<file path="src/rtl/dmem_lsu_pkg.sv">
// Shared definitions for the data-memory load/store unit.
// Holds funct3 encodings, the FSM state type and lane helpers.
package dmem_lsu_pkg;

  localparam logic [31:0] ZERO = 32'h0000_0000;

  localparam logic [2:0] F3_LB  = 3'b000;
  localparam logic [2:0] F3_LH  = 3'b001;
  localparam logic [2:0] F3_LW  = 3'b010;
  localparam logic [2:0] F3_LBU = 3'b100;
  localparam logic [2:0] F3_LHU = 3'b101;
  localparam logic [2:0] F3_SB  = 3'b000;
  localparam logic [2:0] F3_SH  = 3'b001;
  localparam logic [2:0] F3_SW  = 3'b010;

  localparam logic [1:0] SZ_B = 2'd0;
  localparam logic [1:0] SZ_H = 2'd1;
  localparam logic [1:0] SZ_W = 2'd2;

  typedef enum logic [1:0] {
    IDLE  = 2'd0,
    ISSUE = 2'd1,
    WAIT  = 2'd2,
    RESP  = 2'd3
  } lsu_state_t;

  // Byte enables for an access of size sz at byte offset lo.
  function automatic logic [3:0] lane_be(
    input logic [1:0] sz,
    input logic [1:0] lo
  );
    logic [3:0] be;
    be = 4'b0000;
    unique case (1'b1)
      (sz == SZ_B): be = 4'b0001 << lo;
      (sz == SZ_H): be = lo[1] ? 4'b1100 : 4'b0011;
      (sz == SZ_W): be = 4'b1111;
      default:      be = 4'b0000;
    endcase
    return be;
  endfunction

endpackage

</file>
<file path="src/rtl/dmem_lsu_load_extend.sv">
// Load data extraction: picks the byte/halfword lane and extends it.
// Ports: i_funct3, i_addr (byte offset), i_word (raw RAM word), o_data.
module load_extend
  import dmem_lsu_pkg::*;
(
  input  logic [2:0]  i_funct3,
  input  logic [1:0]  i_addr,
  input  logic [31:0] i_word,
  output logic [31:0] o_data
);

  logic [7:0]  w_b;
  logic [15:0] w_h;

  assign w_b = i_word[{i_addr, 3'b000} +: 8];
  assign w_h = i_addr[1] ? i_word[31:16] : i_word[15:0];

  always_comb begin
    o_data = ZERO;
    case (i_funct3)
      F3_LB:   o_data = {{24{w_b[7]}}, w_b};
      F3_LBU:  o_data = {24'h0, w_b};
      F3_LH:   o_data = {{16{w_h[15]}}, w_h};
      F3_LHU:  o_data = {16'h0, w_h};
      F3_LW:   o_data = i_word;
      default: o_data = ZERO;
    endcase
  end

endmodule

</file>
<file path="src/rtl/dmem_lsu.sv">
// Load/store unit between the MEM stage and a synchronous data RAM.
// Ports: req_* (valid/ready request), resp_* (1-cycle pulse), mem_* (RAM).
module dmem_lsu
  import dmem_lsu_pkg::*;
#(
  parameter int ADDR_W  = 32,
  parameter int DATA_W  = 32,
  parameter int MEM_LAT = 1
) (
  input  logic              clk,
  input  logic              rst_n,
  input  logic              req_valid,
  output logic              req_ready,
  input  logic              req_write,
  input  logic [2:0]        req_funct3,
  input  logic [ADDR_W-1:0] req_addr,
  input  logic [DATA_W-1:0] req_wdata,
  output logic              resp_valid,
  output logic [DATA_W-1:0] resp_rdata,
  output logic              resp_err,
  output logic              mem_en,
  output logic              mem_we,
  output logic [ADDR_W-3:0] mem_addr,
  output logic [3:0]        mem_be,
  output logic [DATA_W-1:0] mem_wdata,
  input  logic [DATA_W-1:0] mem_rdata
);

  if (DATA_W != 32) begin : g_bad_dw
    $error("dmem_lsu: DATA_W must be 32");
  end
  if (MEM_LAT < 1 || MEM_LAT > 4) begin : g_bad_lat
    $error("dmem_lsu: MEM_LAT must be 1..4");
  end

  localparam logic [2:0] LAT = 3'(MEM_LAT);

  lsu_state_t r_state;
  lsu_state_t w_next;

  logic              r_write;
  logic [2:0]        r_f3;
  logic [1:0]        r_lo;
  logic [2:0]        r_cnt;

  logic              r_resp_valid;
  logic              r_resp_err;
  logic [DATA_W-1:0] r_resp_rdata;
  logic              r_mem_en;
  logic              r_mem_we;
  logic [ADDR_W-3:0] r_mem_addr;
  logic [3:0]        r_mem_be;
  logic [DATA_W-1:0] r_mem_wdata;

  logic        w_accept;
  logic        w_f3_ok;
  logic        w_mis;
  logic        w_bad;
  logic [1:0]  w_sz;
  logic [31:0] w_lane_wd;
  logic [31:0] w_ext;

  assign req_ready = rst_n && (r_state == IDLE);
  assign w_accept  = req_valid && req_ready;
  assign w_sz      = req_funct3[1:0];

  // Unsigned loads have no store counterpart.
  always_comb begin
    w_f3_ok = 1'b0;
    case (req_funct3)
      F3_LB, F3_LH, F3_LW: w_f3_ok = 1'b1;
      F3_LBU, F3_LHU:      w_f3_ok = !req_write;
      default:             w_f3_ok = 1'b0;
    endcase
  end

  always_comb begin
    w_mis = 1'b0;
    unique case (1'b1)
      (w_sz == SZ_H): w_mis = req_addr[0];
      (w_sz == SZ_W): w_mis = |req_addr[1:0];
      default:        w_mis = 1'b0;
    endcase
  end

  assign w_bad = !w_f3_ok || w_mis;

  // Replicate store data so any lane the enables pick holds it.
  always_comb begin
    w_lane_wd = ZERO;
    unique case (1'b1)
      (w_sz == SZ_B): w_lane_wd = {4{req_wdata[7:0]}};
      (w_sz == SZ_H): w_lane_wd = {2{req_wdata[15:0]}};
      default:        w_lane_wd = req_wdata[31:0];
    endcase
  end

  load_extend u_ext (
    .i_funct3 (r_f3),
    .i_addr   (r_lo),
    .i_word   (mem_rdata[31:0]),
    .o_data   (w_ext)
  );

  always_comb begin
    w_next = r_state;
    unique case (r_state)
      IDLE: begin
        if (w_accept) w_next = w_bad ? RESP : ISSUE;
      end
      ISSUE: w_next = r_write ? RESP : WAIT;
      WAIT: begin
        if (r_cnt == 3'd1) w_next = RESP;
      end
      RESP:    w_next = IDLE;
      default: w_next = IDLE;
    endcase
  end

  always_ff @(posedge clk) begin
    if (!rst_n) begin
      r_state      <= IDLE;
      r_write      <= 1'b0;
      r_f3         <= 3'b000;
      r_lo         <= 2'b00;
      r_cnt        <= 3'd0;
      r_resp_valid <= 1'b0;
      r_resp_err   <= 1'b0;
      r_resp_rdata <= '0;
      r_mem_en     <= 1'b0;
      r_mem_we     <= 1'b0;
      r_mem_addr   <= '0;
      r_mem_be     <= 4'b0000;
      r_mem_wdata  <= '0;
    end else begin
      r_state      <= w_next;
      r_resp_valid <= (w_next == RESP);
      r_resp_err   <= 1'b0;
      r_resp_rdata <= '0;
      r_mem_en     <= 1'b0;
      r_mem_we     <= 1'b0;
      r_mem_addr   <= '0;
      r_mem_be     <= 4'b0000;
      r_mem_wdata  <= '0;
      if (w_accept) begin
        r_write <= req_write;
        r_f3    <= req_funct3;
        r_lo    <= req_addr[1:0];
        if (w_bad) begin
          r_resp_err <= 1'b1;
        end else begin
          r_mem_en    <= 1'b1;
          r_mem_we    <= req_write;
          r_mem_addr  <= req_addr[ADDR_W-1:2];
          r_mem_be    <= lane_be(w_sz, req_addr[1:0]);
          r_mem_wdata <= req_write ? w_lane_wd : ZERO;
        end
      end
      if (r_state == ISSUE && !r_write) begin
        r_cnt <= LAT;
      end
      if (r_state == WAIT) begin
        r_cnt <= r_cnt - 3'd1;
        if (r_cnt == 3'd1) r_resp_rdata <= w_ext;
      end
    end
  end

  assign resp_valid = r_resp_valid;
  assign resp_err   = r_resp_err;
  assign resp_rdata = r_resp_rdata;
  assign mem_en     = r_mem_en;
  assign mem_we     = r_mem_we;
  assign mem_addr   = r_mem_addr;
  assign mem_be     = r_mem_be;
  assign mem_wdata  = r_mem_wdata;

endmodule

</file>
<file path="config.mk">
export PLATFORM = sky130hd
export DESIGN_NAME = dmem_lsu
export DESIGN_NICKNAME = d
export VERILOG_FILES = /design/src/rtl/dmem_lsu_pkg.sv /design/src/rtl/dmem_lsu_load_extend.sv /design/src/rtl/dmem_lsu.sv
export SDC_FILE = /design/constraint.sdc
export NUM_CORES = 1
export LEC_CHECK = 0
export ABC_CLOCK_PERIOD_IN_PS = 2100
export BUFFER_PORTS_ARGS = -buffer_cell sky130_fd_sc_hd__buf_2
export CAP_MARGIN = 20
export CORE_ASPECT_RATIO = 0.75
export CORE_MARGIN = 10
export CORE_UTILIZATION = 47
export CTS_BUF_LIST = sky130_fd_sc_hd__clkbuf_8
export DETAILED_ROUTE_END_ITERATION = 8
export HOLD_SLACK_MARGIN = 0.08
export PLACE_DENSITY = 0.82
export SYNTH_ARGS = -nofsm -noshare
export SYNTH_HDL_FRONTEND = slang
export SYNTH_SLANG_ARGS = --single-unit
</file>
<file path="constraint.sdc">
create_clock -name clk -period 2.1 [get_ports clk]
set_input_delay 0.21 -clock clk [delete_from_list [all_inputs] [get_ports clk]]
set_output_delay 0.21 -clock clk [all_outputs]
set_load 0.05 [all_outputs]
</file>
; ---- After elaboration in Yosys (flattened, before gate mapping)
; Index checks and enable logic that the tools add are counted.
[classes]
eq_ne = 15
shift = 2
n_reduce_logical = 19
n_bitwise = 3
n_mux = 16
n_addsub = 1
[op_table]
columns = op, count
row1 = 32-bit case mux with 5 select lines, 1
row2 = 32-bit case mux with 2 select lines, 1
row3 = 32-bit by 6-bit variable part select with 8-bit output, 1
row4 = 16-bit two-way mux, 1
row5 = 3-bit equality test (second input constant), 4
row6 = 4-bit case mux with 3 select lines, 1
row7 = 3-bit by 1-bit equality test with 1-bit output (second input constant), 3
row8 = 2-bit equality test (second input constant), 4
row9 = 2-bit case mux with 4 select lines, 1
row10 = 3-bit by 2-bit equality test with 1-bit output (second input constant), 2
row11 = 3-bit logical NOT, 2
row12 = 2-bit two-way mux, 3
row13 = 3-bit two-way mux, 2
row14 = 3-bit OR reduction, 2
row15 = 2-bit by 1-bit equality test with 1-bit output (second input constant), 2
row16 = 2-bit logical NOT, 2
row17 = 4-bit two-way mux, 1
row18 = 1-bit case mux with 2 select lines, 2
row19 = 2-bit OR reduction, 2
row20 = 4-bit OR reduction, 1
row21 = 1-bit by 2-bit << shifter with 4-bit output (first input constant), 1
row22 = 1-bit logical AND, 3
row23 = 1-bit logical NOT, 3
row24 = 1-bit two-way mux, 3
row25 = other kinds (6), 8
[word_totals]
in_bits = 103
regBits = 113
output_inout_bits = 103
word_cells = 69

; ---- Logic depth before layout (Yosys ltp)
[logic_depth]
depth_word = 9
mapped_depth = 8
depth_no_buf = 7

; ---- Cells and area by module
; From an unflattened synthesis, not the netlist that was laid out.
[hier_totals]
cells_unflattened = 466
area_unflattened_um2 = 4511.8
[modules_own_cells]
columns = mod, seq_area_each_um2, cells_per_inst, instances, area_per_inst_um2
row1 = dmem_lsu, 2262.2, 357, 1, 3699.8
row2 = load_extend, 0.0, 109, 1, 812.0

; ---- Least setup slack after synthesis
; No wires, ideal clock.
[synth_path]
path_kind = input to register
start = in req_funct3[0]
end = reg r_mem_addr[0], in the netlist mem_addr[0]
cell_stages = 8
path_buffers = 1
setup_time_ps = 115
slack_ps = 557
arrival_ps = 1429
required_ps = 1985
cell_sequence = inv_1 -> ha_1 -> nor2_1 -> o22ai_1 -> nand3_2 -> clkinv_2 -> buf_6 -> and2_1
[synth_via]
elab_chain_len = 6
word_cells_on_any_way = 14
cone_classes = eq/ne (6) / mux (2) / reduce/logical (6)
[synth_rtl]
columns = element, line
row1 = "start, declared", dmem_lsu.sv:15  ; input logic [2:0] req_funct3,
row2 = "3-bit by 1-bit equality test with 1-bit output, or another cell as far along", dmem_lsu.sv:70  ; case (req_funct3)
row3 = 3-bit OR reduction or 2-bit OR reduction (tied branches), dmem_lsu.sv:70
row4 = 1-bit case mux with 2 select lines, dmem_lsu.sv:70
row5 = 1-bit logical NOT, dmem_lsu.sv:86  ; assign w_bad = !w_f3_ok || w_mis;
row6 = 1-bit logical OR (*), dmem_lsu.sv:86
row7 = 3-bit OR reduction (no source line) (*), -
row8 = "end signal, assigned", dmem_lsu.sv:154  ; r_mem_addr <= req_addr[ADDR_W-1:2];
row9 = "end, declared", dmem_lsu.sv:51  ; logic [ADDR_W-3:0] r_mem_addr;
; Mark *: on every way between the ends. The rest lies on a longest branch, timed or not.
; A chain may end at the register's enable or synchronous reset.

; ---- Worst setup path in the final report
[layout_path]
start = reg r_state[0]
end = reg r_mem_wdata[24], in the netlist mem_wdata[24]
[layout_via]
elab_chain_len = 5
[layout_rtl]
columns = element, line
row1 = "start, declared", dmem_lsu.sv:38  ; lsu_state_t r_state;
row2 = "start signal, assigned", dmem_lsu.sv:136  ; r_state <= w_next;
row3 = 2-bit logical NOT, dmem_lsu.sv:63  ; assign req_ready = rst_n && (r_state == IDLE);
row4 = 1-bit logical AND, dmem_lsu.sv:63
row5 = 1-bit logical AND, dmem_lsu.sv:64  ; assign w_accept = req_valid && req_ready;
row6 = 1-bit NOT (no source line), -
row7 = 4-bit OR reduction (no source line), -
row8 = "end signal, assigned", dmem_lsu.sv:156  ; r_mem_wdata <= req_write ? w_lane_wd : ZERO;
row9 = "end, declared", dmem_lsu.sv:53  ; logic [DATA_W-1:0] r_mem_wdata;
; No other way between the ends.

==> impl_metrics.tcl <==
set metrics [dict create \
    ys_seq_area_frac 0.554 \
    port_buffers 205 \
    cts_buffers 17 \
    fin_crit_ns 1.98 \
    wl_per_cell_microns 19.0 \
    use_met3 0.0831 \
    vias 4592 \
    first_global_vias 4795 \
    final.setup_skew_ns 0.0135 \
    powerDensity_mw_per_mm2 942 \
    cts_tree "built" \
    worstPathArrival_ns 2.35 \
    start_kind "flop" \
    ys_seq_elements 113 \
    start_util 0.483 \
    synth.avg_cell_area_sq_um 9.58 \
    drt-pass1-iter-count 6 \
    core_sq_mm 0.00845 \
    multi_input_area_sq_mm 0.00166 \
    drive_gt1_frac 0.361 \
    grt_setup_unrepaired "false" \
    path_class "reg2reg" \
    drc_errors 0 \
    finalMaxSlewViolations 0 \
    grtUsageMet2 0.416 \
    period_share 0.944 \
    ff_latch_area_sq_mm 0.00227 \
    gr-total-overflow 0 \
    syn_to_final_growth_pct 62.6 \
    synth-main-ff-cell "dfxtp_1" \
    antenna_found_initial 7 \
    pin_count 206 \
    grt_pass1_wl_mm 24.9 \
    drt_iter0_drc 466 \
    cts-root-buf "clkbuf_8" \
    viasPerCell 5.30 \
    htreeDepth 4 \
    relSlewSlack 0.620 \
    drv_cap 0 \
    antenna_left 0 \
    fmax_ghz 0.505 \
    vdd_drop_max_mv 0.800 \
    whs_ns 0.109 \
    setup_viol 0 \
    die_w_microns 128 \
    async_flop_share 0 \
    worst-path-max-fanout 10 \
    synth.distinct_cells 42 \
    insertion_delay_ns 0.42 \
    grt_start_max_net_pins 32 \
    cp.required_ns 2.47 \
    grtUsageMet1 0.240 \
    path_clk_slew_ns 0.07 \
    critPathCaptureType "flop" \
    grt-busiest-layer "met2" \
    setup_tns_ns 0 \
    ys_warn_count 0 \
    synth_fp_nets 539 \
    rows 29 \
    drt-total-wl_mm 16.5 \
    dieArea_sq_mm 0.0128 \
    min_path_type "in2reg" \
    p_leak_nw 3.25 \
    synth-edff-count 0 \
    grtUsageTotal 0.245 \
    syn_area_sq_mm 0.00408 \
    nFillCells 490 \
    worstMarginPinSlew_ns 0.569 \
    dp_hpwl_mm 9.99 \
    syn-instance-count 426 \
    clockBufferDepth 2 \
    run_status "completed" \
    place.gp.congestion 0.868 \
    cts.sinks 113 \
    finalHoldViolations 0 \
    die_y_microns 101 \
    nets 847 \
]
cell usage after synthesis, drive strengths merged (2+ instances only):
library cell	n	area (sq um)
nand2	81	304
mux2	8	90.1
a21o	2	15.0
and3	2	12.5
buf	13	87.6
a31oi	9	71.3
and2	43	269
nor2b	4	25.0
inv	11	41.3
nor2	16	60.1
ha	10	125
dfxtp	113	2260
o21ai	9	48.8
nand4	3	33.8
a22oi	7	52.6
a31o	2	17.5
nor3b	2	15.0
o211ai	3	27.5
a21oi	48	240
o22ai	2	12.5
nand2b	6	45.0
mux2i	3	30.0
nor3	5	25.0
a222oi	7	70.1
clkbuf	9	33.8
placed cells by master (no fill, tap or decap), drive strengths merged, types with 2 or more instances in the layout:
cell type	n
mux2	8
nor3b	2
dlygate4sd3	95
nor2b	4
a31oi	9
nand2	81
bufinv	4
clkinv	5
a22oi	7
and3	2
nor3	5
o21ai	9
o22ai	2
a21o	2
inv	15
a31o	2
nor2	16
buf	216
diode	11
nand4	3
clkbuf	20
nand2b	6
and2	43
a222oi	7
a21oi	48
dfxtp	113
ha	10
mux2i	3
o211ai	3
registers in the layout (all words and copies together), names as in the netlist, 2 cells and up:
register / cells
resp_rdata: 32
r_f3: 3
r_state: 2
mem_addr: 30
mem_be: 4
mem_wdata: 32
r_lo: 2
r_cnt: 3
cell families after synthesis:
group,count (synthesis),share of synthesized area
adder cells (fa/ha/maj),10,0.0307
flip-flops,113,0.554
AO/OA/AOI/OAI,94,0.147
buffers and inverters,34,0.0411
multiplexers,11,0.0294
AND/OR/NAND/NOR,164,0.197
worst paths after layout:
check / cells past startpoint / slack (ns) / startpoint / end
setup / recovery: 6 / 0.12 / r_state[0]$_SDFF_PN0_ / mem_wdata[24]$_SDFF_PP0_
hold / removal: 3 / 0.11 / mem_rdata[12] / resp_rdata[12]$_SDFF_PN0_
setup reg to reg: 6 / 0.12 / r_state[0]$_SDFF_PN0_ / mem_wdata[24]$_SDFF_PP0_
hold reg to reg: 2 / 0.55 / r_lo[0]$_SDFFE_PN0N_ / r_lo[0]$_SDFFE_PN0N_
per-layer routing:
layer  up-vias  wire length, microns
li1       2061                     -
met2       333                  8230
met4         0                  1100
met5         -                     0
met1      2096                  5680
met3       102                  1440
worst max-delay path, cell delays in order (launching register included):
cell,delay (ns)
dfxtp_1,0.33
inv_1,0.12
ha_1,0.19
and3_4,0.27
nand4_4,0.22
a31oi_1,0.22
dlygate4sd3_1,0.57
through the flow:
stage | util | setup slack (ns) | power, mW | cells | cell area (sq um)
after floorplan | - | 0.557 | 3.43 | 426 | 4080
after global placement | 0.616 | 0.241 | 3.78 | 728 | 5210
after detailed placement | 0.616 | 0.129 | 3.82 | 728 | 5210
after CTS | 0.780 | 0.0456 | 6.18 | 855 | 6600
after global routing | 0.783 | 0.0224 | 6.50 | 862 | 6620
final | 0.785 | 0.119 | 6.25 | 866 | 6630
report_power, final:
part	total, mW	leakage [nW]	internal [mW]	switching (mW)
combinational	1.62	2.10	0.628	0.994
sequential	2.38	0.915	2.29	0.0954
clock	2.25	0.237	1.38	0.869
what timing repair did:
action | 4_1_cts | 5_1_grt
endpoints found under the hold margin | 91 | 0
hold buffers | 95 | 0
setup endpoints to repair | 0 | 4
resized for setup | 0 | 5
buffers inserted | 0 | 0
area by class of cell:
class / count / area share
diodes: 11 / 0.00415
clock buffers: 20 / 0.0415
clock inverters: 12 / 0.0247
inverters: 12 / 0.00698
multi-input cells: 279 / 0.250
flip-flops and latches: 113 / 0.342
well taps: 108 / 0.0204
repair buffers: 311 / 0.310
Note: power is estimated with default switching activity, not from simulation.
